**src/rtl/buffer_sequencer_pkg.sv**
```systemverilog
// Shared encodings for the buffer sequencer: FSM states, line-state codes S0..S7
// and the line-state step helper.
package buffer_sequencer_pkg;

    typedef enum logic [1:0] {
        ST_IDLE  = 2'd0,
        ST_FILL  = 2'd1,
        ST_DRAIN = 2'd2,
        ST_DONE  = 2'd3
    } seq_state_e;

    localparam logic [2:0] LS_S0 = 3'd0;
    localparam logic [2:0] LS_S1 = 3'd1;
    localparam logic [2:0] LS_S2 = 3'd2;
    localparam logic [2:0] LS_S3 = 3'd3;
    localparam logic [2:0] LS_S4 = 3'd4;
    localparam logic [2:0] LS_S5 = 3'd5;
    localparam logic [2:0] LS_S6 = 3'd6;
    localparam logic [2:0] LS_S7 = 3'd7;

    // S7 rolls back to S0 through the natural 3-bit wrap
    function automatic logic [2:0] ls_next(input logic [2:0] s);
        return s + 3'd1;
    endfunction

endpackage

```
**src/rtl/buffer_sequencer_line_state_counter.sv**
```systemverilog
// Output-phase S0..S7 cycler; clear has priority over enable.
module line_state_counter
    import buffer_sequencer_pkg::*;
(
    input  logic       clk,
    input  logic       resetn,
    input  logic       en_i,
    input  logic       clr_i,
    output logic [2:0] state_o
);

    logic [2:0] state_q;

    always_ff @(posedge clk or negedge resetn) begin
        if (!resetn)    state_q <= LS_S0;
        else if (clr_i) state_q <= LS_S0;
        else if (en_i)  state_q <= ls_next(state_q);
    end

    assign state_o = state_q;

endmodule

```
**src/rtl/buffer_sequencer.sv**
```systemverilog
// Line buffer sequencer: fills one vbuf bank from ZBT, then drains it pixel by pixel.
// Optional macro BUFSEQ_ABORT_EN: line_start while busy restarts the line on the other bank.
module buffer_sequencer
    import buffer_sequencer_pkg::*;
#(
    parameter int LINE_WORDS  = 360,
    parameter int LINE_PIXELS = 720
) (
    input  logic        clk,
    input  logic        resetn,
    input  logic        line_start,
    input  logic        zbt_valid,
    output logic        zbt_rd_req,
    output logic [10:0] vbuf_addr,
    output logic        vbuf_we,
    output logic [9:0]  ybuf_addr,
    output logic        ybuf_we,
    output logic [2:0]  line_state,
    output logic        busy,
    output logic        line_done
);

    localparam logic [9:0] WORD_LAST = 10'(LINE_WORDS - 1);
    localparam logic [9:0] PIX_LAST  = 10'(LINE_PIXELS - 1);
    localparam logic [8:0] WADDR_MAX = 9'h1FF;

    seq_state_e state_q, state_d;
    logic       bank_q, bank_d;
    logic [8:0] waddr_q, waddr_d;
    logic       pair_q, pair_d;
    logic [9:0] yaddr_q, yaddr_d;
    logic [9:0] wcnt_q, wcnt_d;
    logic       accept, restart, ls_clr;

    always_ff @(posedge clk or negedge resetn) begin
        if (!resetn) begin
            state_q <= ST_IDLE;
            bank_q  <= 1'b0;
            waddr_q <= '0;
            pair_q  <= 1'b0;
            yaddr_q <= '0;
            wcnt_q  <= '0;
        end else begin
            state_q <= state_d;
            bank_q  <= bank_d;
            waddr_q <= waddr_d;
            pair_q  <= pair_d;
            yaddr_q <= yaddr_d;
            wcnt_q  <= wcnt_d;
        end
    end

    always_comb begin
        state_d = state_q;
        bank_d  = bank_q;
        waddr_d = waddr_q;
        pair_d  = pair_q;
        yaddr_d = yaddr_q;
        wcnt_d  = wcnt_q;
        restart = 1'b0;
        // zbt_rd_req is high for all of FILL, so this also drops stray valids
        accept  = (state_q == ST_FILL) && zbt_valid;

        case (state_q)
            ST_IDLE: restart = line_start;
            ST_FILL: begin
                if (accept) begin
                    if (wcnt_q == WORD_LAST) begin
                        state_d = ST_DRAIN;
                        waddr_d = '0;
                        pair_d  = 1'b0;
                        yaddr_d = '0;
                    end else begin
                        wcnt_d  = wcnt_q + 10'd1;
                        waddr_d = (waddr_q == WADDR_MAX) ? waddr_q : waddr_q + 9'd1;
                    end
                end
            end
            ST_DRAIN: begin
                // two pixels per vbuf word: pair bit toggles, word advances after odd pixel
                pair_d = ~pair_q;
                if (pair_q && waddr_q != WADDR_MAX) waddr_d = waddr_q + 9'd1;
                if (yaddr_q == PIX_LAST) state_d = ST_DONE;
                else                     yaddr_d = yaddr_q + 10'd1;
            end
            ST_DONE: begin
                state_d = ST_IDLE;
                restart = line_start;
            end
            default: state_d = ST_IDLE;
        endcase

`ifdef BUFSEQ_ABORT_EN
        if ((state_q == ST_FILL || state_q == ST_DRAIN) && line_start) restart = 1'b1;
`endif

        if (restart) begin
            state_d = ST_FILL;
            bank_d  = ~bank_q;
            wcnt_d  = '0;
            waddr_d = '0;
            pair_d  = 1'b0;
            yaddr_d = '0;
        end
    end

    // Counter restarts at S0 on DRAIN entry and reads S0 everywhere outside DRAIN
    assign ls_clr = (state_q != ST_DRAIN) || (state_d != ST_DRAIN);

    line_state_counter u_lsc (
        .clk     (clk),
        .resetn  (resetn),
        .en_i    (state_q == ST_DRAIN),
        .clr_i   (ls_clr),
        .state_o (line_state)
    );

    assign zbt_rd_req = (state_q == ST_FILL);
    assign vbuf_we    = accept;
    assign ybuf_we    = accept && !bank_q;
    assign vbuf_addr  = {bank_q, waddr_q, pair_q};
    assign ybuf_addr  = yaddr_q;
    assign busy       = (state_q != ST_IDLE);
    assign line_done  = (state_q == ST_DONE);

endmodule
```
**config.mk**
```make
export PLATFORM = sky130hd
export DESIGN_NAME = buffer_sequencer
export DESIGN_NICKNAME = d
export VERILOG_FILES = /design/src/rtl/buffer_sequencer_pkg.sv /design/src/rtl/buffer_sequencer_line_state_counter.sv /design/src/rtl/buffer_sequencer.sv
export SDC_FILE = /design/constraint.sdc
export NUM_CORES = 1
export LEC_CHECK = 0
export ABC_CLOCK_PERIOD_IN_PS = 6600
export BUFFER_PORTS_ARGS = -buffer_cell sky130_fd_sc_hd__buf_2
export CAP_MARGIN = 20
export CORE_AREA = 5 5 80 100
export CTS_CLUSTER_DIAMETER = 50
export CTS_CLUSTER_SIZE = 30
export DETAILED_ROUTE_END_ITERATION = 6
export DIE_AREA = 0 0 85 105
export PLACE_DENSITY = 0.47
export REMOVE_ABC_BUFFERS = 1
export SYNTH_ARGS = -nofsm -noshare
export SYNTH_HDL_FRONTEND = slang
export SYNTH_SLANG_ARGS = --single-unit
export TNS_END_PERCENT = 1
```
**constraint.sdc**
```tcl
create_clock -name clk -period 6.6 [get_ports clk]
set_clock_uncertainty 0.05 [all_clocks]
set_input_delay 0 -clock clk [delete_from_list [all_inputs] [get_ports clk]]
set_output_delay 0 -clock clk [all_outputs]
set_load 0.005 [all_outputs]
```
==> results.cfg <==
[cts]
numClockSinks = 36
cts_resized = 0
clk_path_buf_depth = 2
cts_tree = done
post_cts_buffers = 0
insertion_delay_ps = 290
clkTransAtPathRegs_ps = 80
hold_buffers = 1
cts_buffers = 5
htreeDepth = 2
cts_root_buf = clkbuf_8

[global_routing]
grt_util_met3_pct = 2.68
grt_use_met2_pct = 17.2
met1_usage_pct = 13.8
grt_usage_pct = 10.7
grt_overflow = 0
grt_max_degree = 37
grt_pass1_vias = 1635
grt.busiest_layer = met2
antenna_found_initial = 0
grt_first_pass_wirelength_um = 7940

[sta]
max_freq_mhz = 343
tns_ps = 0
final-hold-violation-count = 0
rsz0062_at_grt = no
maxSlewViolCount = 0
worst_slew_pin_slew_ps = 826
finalSetupViolations = 0
period_share_pct = 44.1
period_minus_slack_ps = 2910
slew_headroom_pct = 45.0

[critical_path]
path_class = flip-flop to flip-flop
arrival_ps = 3050
cp-start-kind = flip-flop
cp_max_fo = 11
cp.required_ps = 6740
endpoint_kind = flip-flop

[final_layout]
syn2layout_area_growth_pct = 16.5
nFillCells = 747
nNetsFinal = 259
drive_gt1_share_pct = 17.6
antenna_cells = 0

[route]
drt-total-wl_um = 4600
wl_per_cell_um = 13.8
first_pass_iters = 4
first_iter_violations = 68
route.detailed.drc = 0
drt.antenna.violating_nets = 0
vias_per_cell = 4.95
num_vias = 1652

[floorplanning]
num_rows = 34
die_height_um = 105
fp.dieW_um = 85
dieArea_sq_um = 8930
initial_core_util_pct = 29.5
core_area_sq_um = 6890
io_pins = 33

[synthesis]
synth-adder-area-share_pct = 7.39
syn-cell-area_sq_um = 2030
yosysSeqAreaShare_pct = 44.4
synth.area.mux_share_pct = 0.493
ys_types = 42
ys_ff_latch = 36
ys.warnings.count = 0
synthSimpleGateAreaFrac_pct = 22.6
synth_top_family_by_area = simple AND/OR/NAND/NOR gates
synthCells = 211
synth_compound_area_share_pct = 17.1
yosys.area_share.xor_xnor_pct = 4.74
syn_area_per_cell_sq_um = 9.62

[power]
power_per_cell_area_nw_per_um2 = 271
p_total_uw = 641
clockPowerShare_pct = 26.0
p_int_uw = 411
seq_power_share_pct = 43.3
leakage_uw = 0.00113
switchingPower_uw = 230
combPwrFrac_pct = 30.8
peakVddDrop_mv = 0.101
p_sw_share_pct = 35.9

[run]
max_cap_viol_count = 0

[placement]
dp_hpwl_um = 3280
gp_congestion = 0.754
portBuffers = 32

[run_status]
outcome = complete, no violations

[hold_path]
hold_class = input port to flip-flop
==> final timing paths <==
check,start,to,slack [ps],cells past startpoint
setup / recovery,waddr_q[0],waddr_q[5],3690,10
hold / removal,line_start,state_q[0],130,3
setup reg to reg,waddr_q[0],waddr_q[5],3690,10
hold reg to reg,u_lsc.state_o[0],u_lsc.state_o[0],440,1
max in group asynchronous,resetn,pair_q,5680,2
min in group asynchronous,resetn,u_lsc.state_o[1],300,2
==> flip-flops by register name, indices dropped and copies added (netlist names) <==
| name | count |
|---|---|
| state_q | 2 |
| waddr_q | 9 |
| u_lsc.state_o | 3 |
| ybuf_addr | 10 |
| bank_q | 1 |
| pair_q | 1 |
| wcnt_q | 10 |
==> cells in the mapped netlist (all sizes together) <==
| cell type | n | area share, % |
|---|---|---|
| dfrtp | 36 | 44 |
| nor2 | 22 | 4.1 |
| o21ai | 20 | 4.9 |
| nand2 | 16 | 3.0 |
| ha | 12 | 7.4 |
| o31ai | 9 | 3.6 |
| inv | 8 | 1.5 |
| nand3 | 8 | 2.0 |
| and3 | 7 | 2.2 |
| nand2b | 7 | 2.2 |
| xor2 | 7 | 3.0 |
| clkbuf | 6 | 1.1 |
| nand4 | 6 | 1.8 |
| a21oi | 4 | 0.99 |
| xnor2 | 4 | 1.7 |
| a32o | 3 | 1.5 |
| a41oi | 3 | 1.3 |
| and4 | 3 | 1.3 |
| nor2b | 3 | 0.92 |
| o41ai | 3 | 1.3 |
| or2 | 3 | 0.92 |
| a31oi | 2 | 0.62 |
| buf | 2 | 0.74 |
| nor3 | 2 | 0.49 |
| nor4b | 2 | 1.2 |
| o311a | 2 | 0.99 |
| a21boi | 1 | 0.37 |
| a21o | 1 | 0.37 |
| mux2i | 1 | 0.49 |
| nand4bb | 1 | 0.55 |
| nor3b | 1 | 0.37 |
| nor4 | 1 | 0.31 |
| o2111ai | 1 | 0.43 |
| o311ai | 1 | 0.80 |
| or3 | 1 | 0.31 |
| or3b | 1 | 0.55 |
| or4b | 1 | 0.49 |
==> metal layers <==
metal  vias up  share of wire, %
li1        832                 -
met1       791                47
met2        24                48
met3         5               3.8
met4         0               1.5
met5         -                 0
==> power groups by stage <==
| stage | Clock [uW] | Sequential, uW | Combinational [uW] |
|---|---|---|---|
| after floorplan | 0 | 279 | 132 |
| after global placement | 0 | 281 | 203 |
| after detailed placement | 0 | 282 | 201 |
| after CTS | 171 | 277 | 202 |
| after global routing | 179 | 283 | 229 |
| final | 166 | 277 | 197 |
==> critical path, stage by stage, from the launching register on <==
cell and delay (ps):
dfrtp_1 420, ha_1 250, and3_1 160, and3_1 200, and3_1 180, ha_1 200
nand2b_1 150, nand3_1 130, nand3_1 290, or2_0 420, o41ai_1 360
==> cell type report <==
class	instances	area [sq um]	area share [%]
tap	90	113	4.76
sequential	36	901	38.1
multi-input combinational	159	1060	44.9
timing repair buffer	33	170	7.19
inverter	8	30.0	1.27
clock buffer	8	90.1	3.81
==> per-stage QoR <==
stage               setup slack (ps)  cells  hold slack (ps)  utilization (%)  area (sq um)
floorplan                       3970    203             -346                -          1990
global placement                3750    325              109             32.9          2270
detailed placement              3680    325              110             32.9          2270
CTS                             3660    334              127             34.3          2370
global route                    3450    334              155             34.3          2370
finish                          3690    334              133             34.3          2370
==> kinds of logic (layout without fill, tap and decap cells) <==
family / count (synthesis) / after routing
xor+xnor: 11 / 11
flops: 36 / 36
buf+inv: 16 / 49
mux: 1 / 1
simple gates: 85 / 85
compound gates: 50 / 50
fa+ha+maj: 12 / 12
==> cells in the final DEF, fill, tap and decap left out, types with 4 or more instances in the layout <==
master | Yosys | routed
dfrtp_1 | 36 | 36
buf_2 | 0 | 32
nor2_1 | 22 | 22
o21ai_0 | 19 | 19
nand2_1 | 16 | 16
ha_1 | 12 | 12
inv_1 | 8 | 8
nand3_1 | 8 | 8
o31ai_1 | 8 | 8
and3_1 | 7 | 7
nand2b_1 | 7 | 7
xor2_1 | 7 | 7
nand4_1 | 6 | 6
clkbuf_8 | 0 | 6
a21oi_1 | 4 | 4
xnor2_1 | 4 | 4
Power figures use the tool's default switching activity.
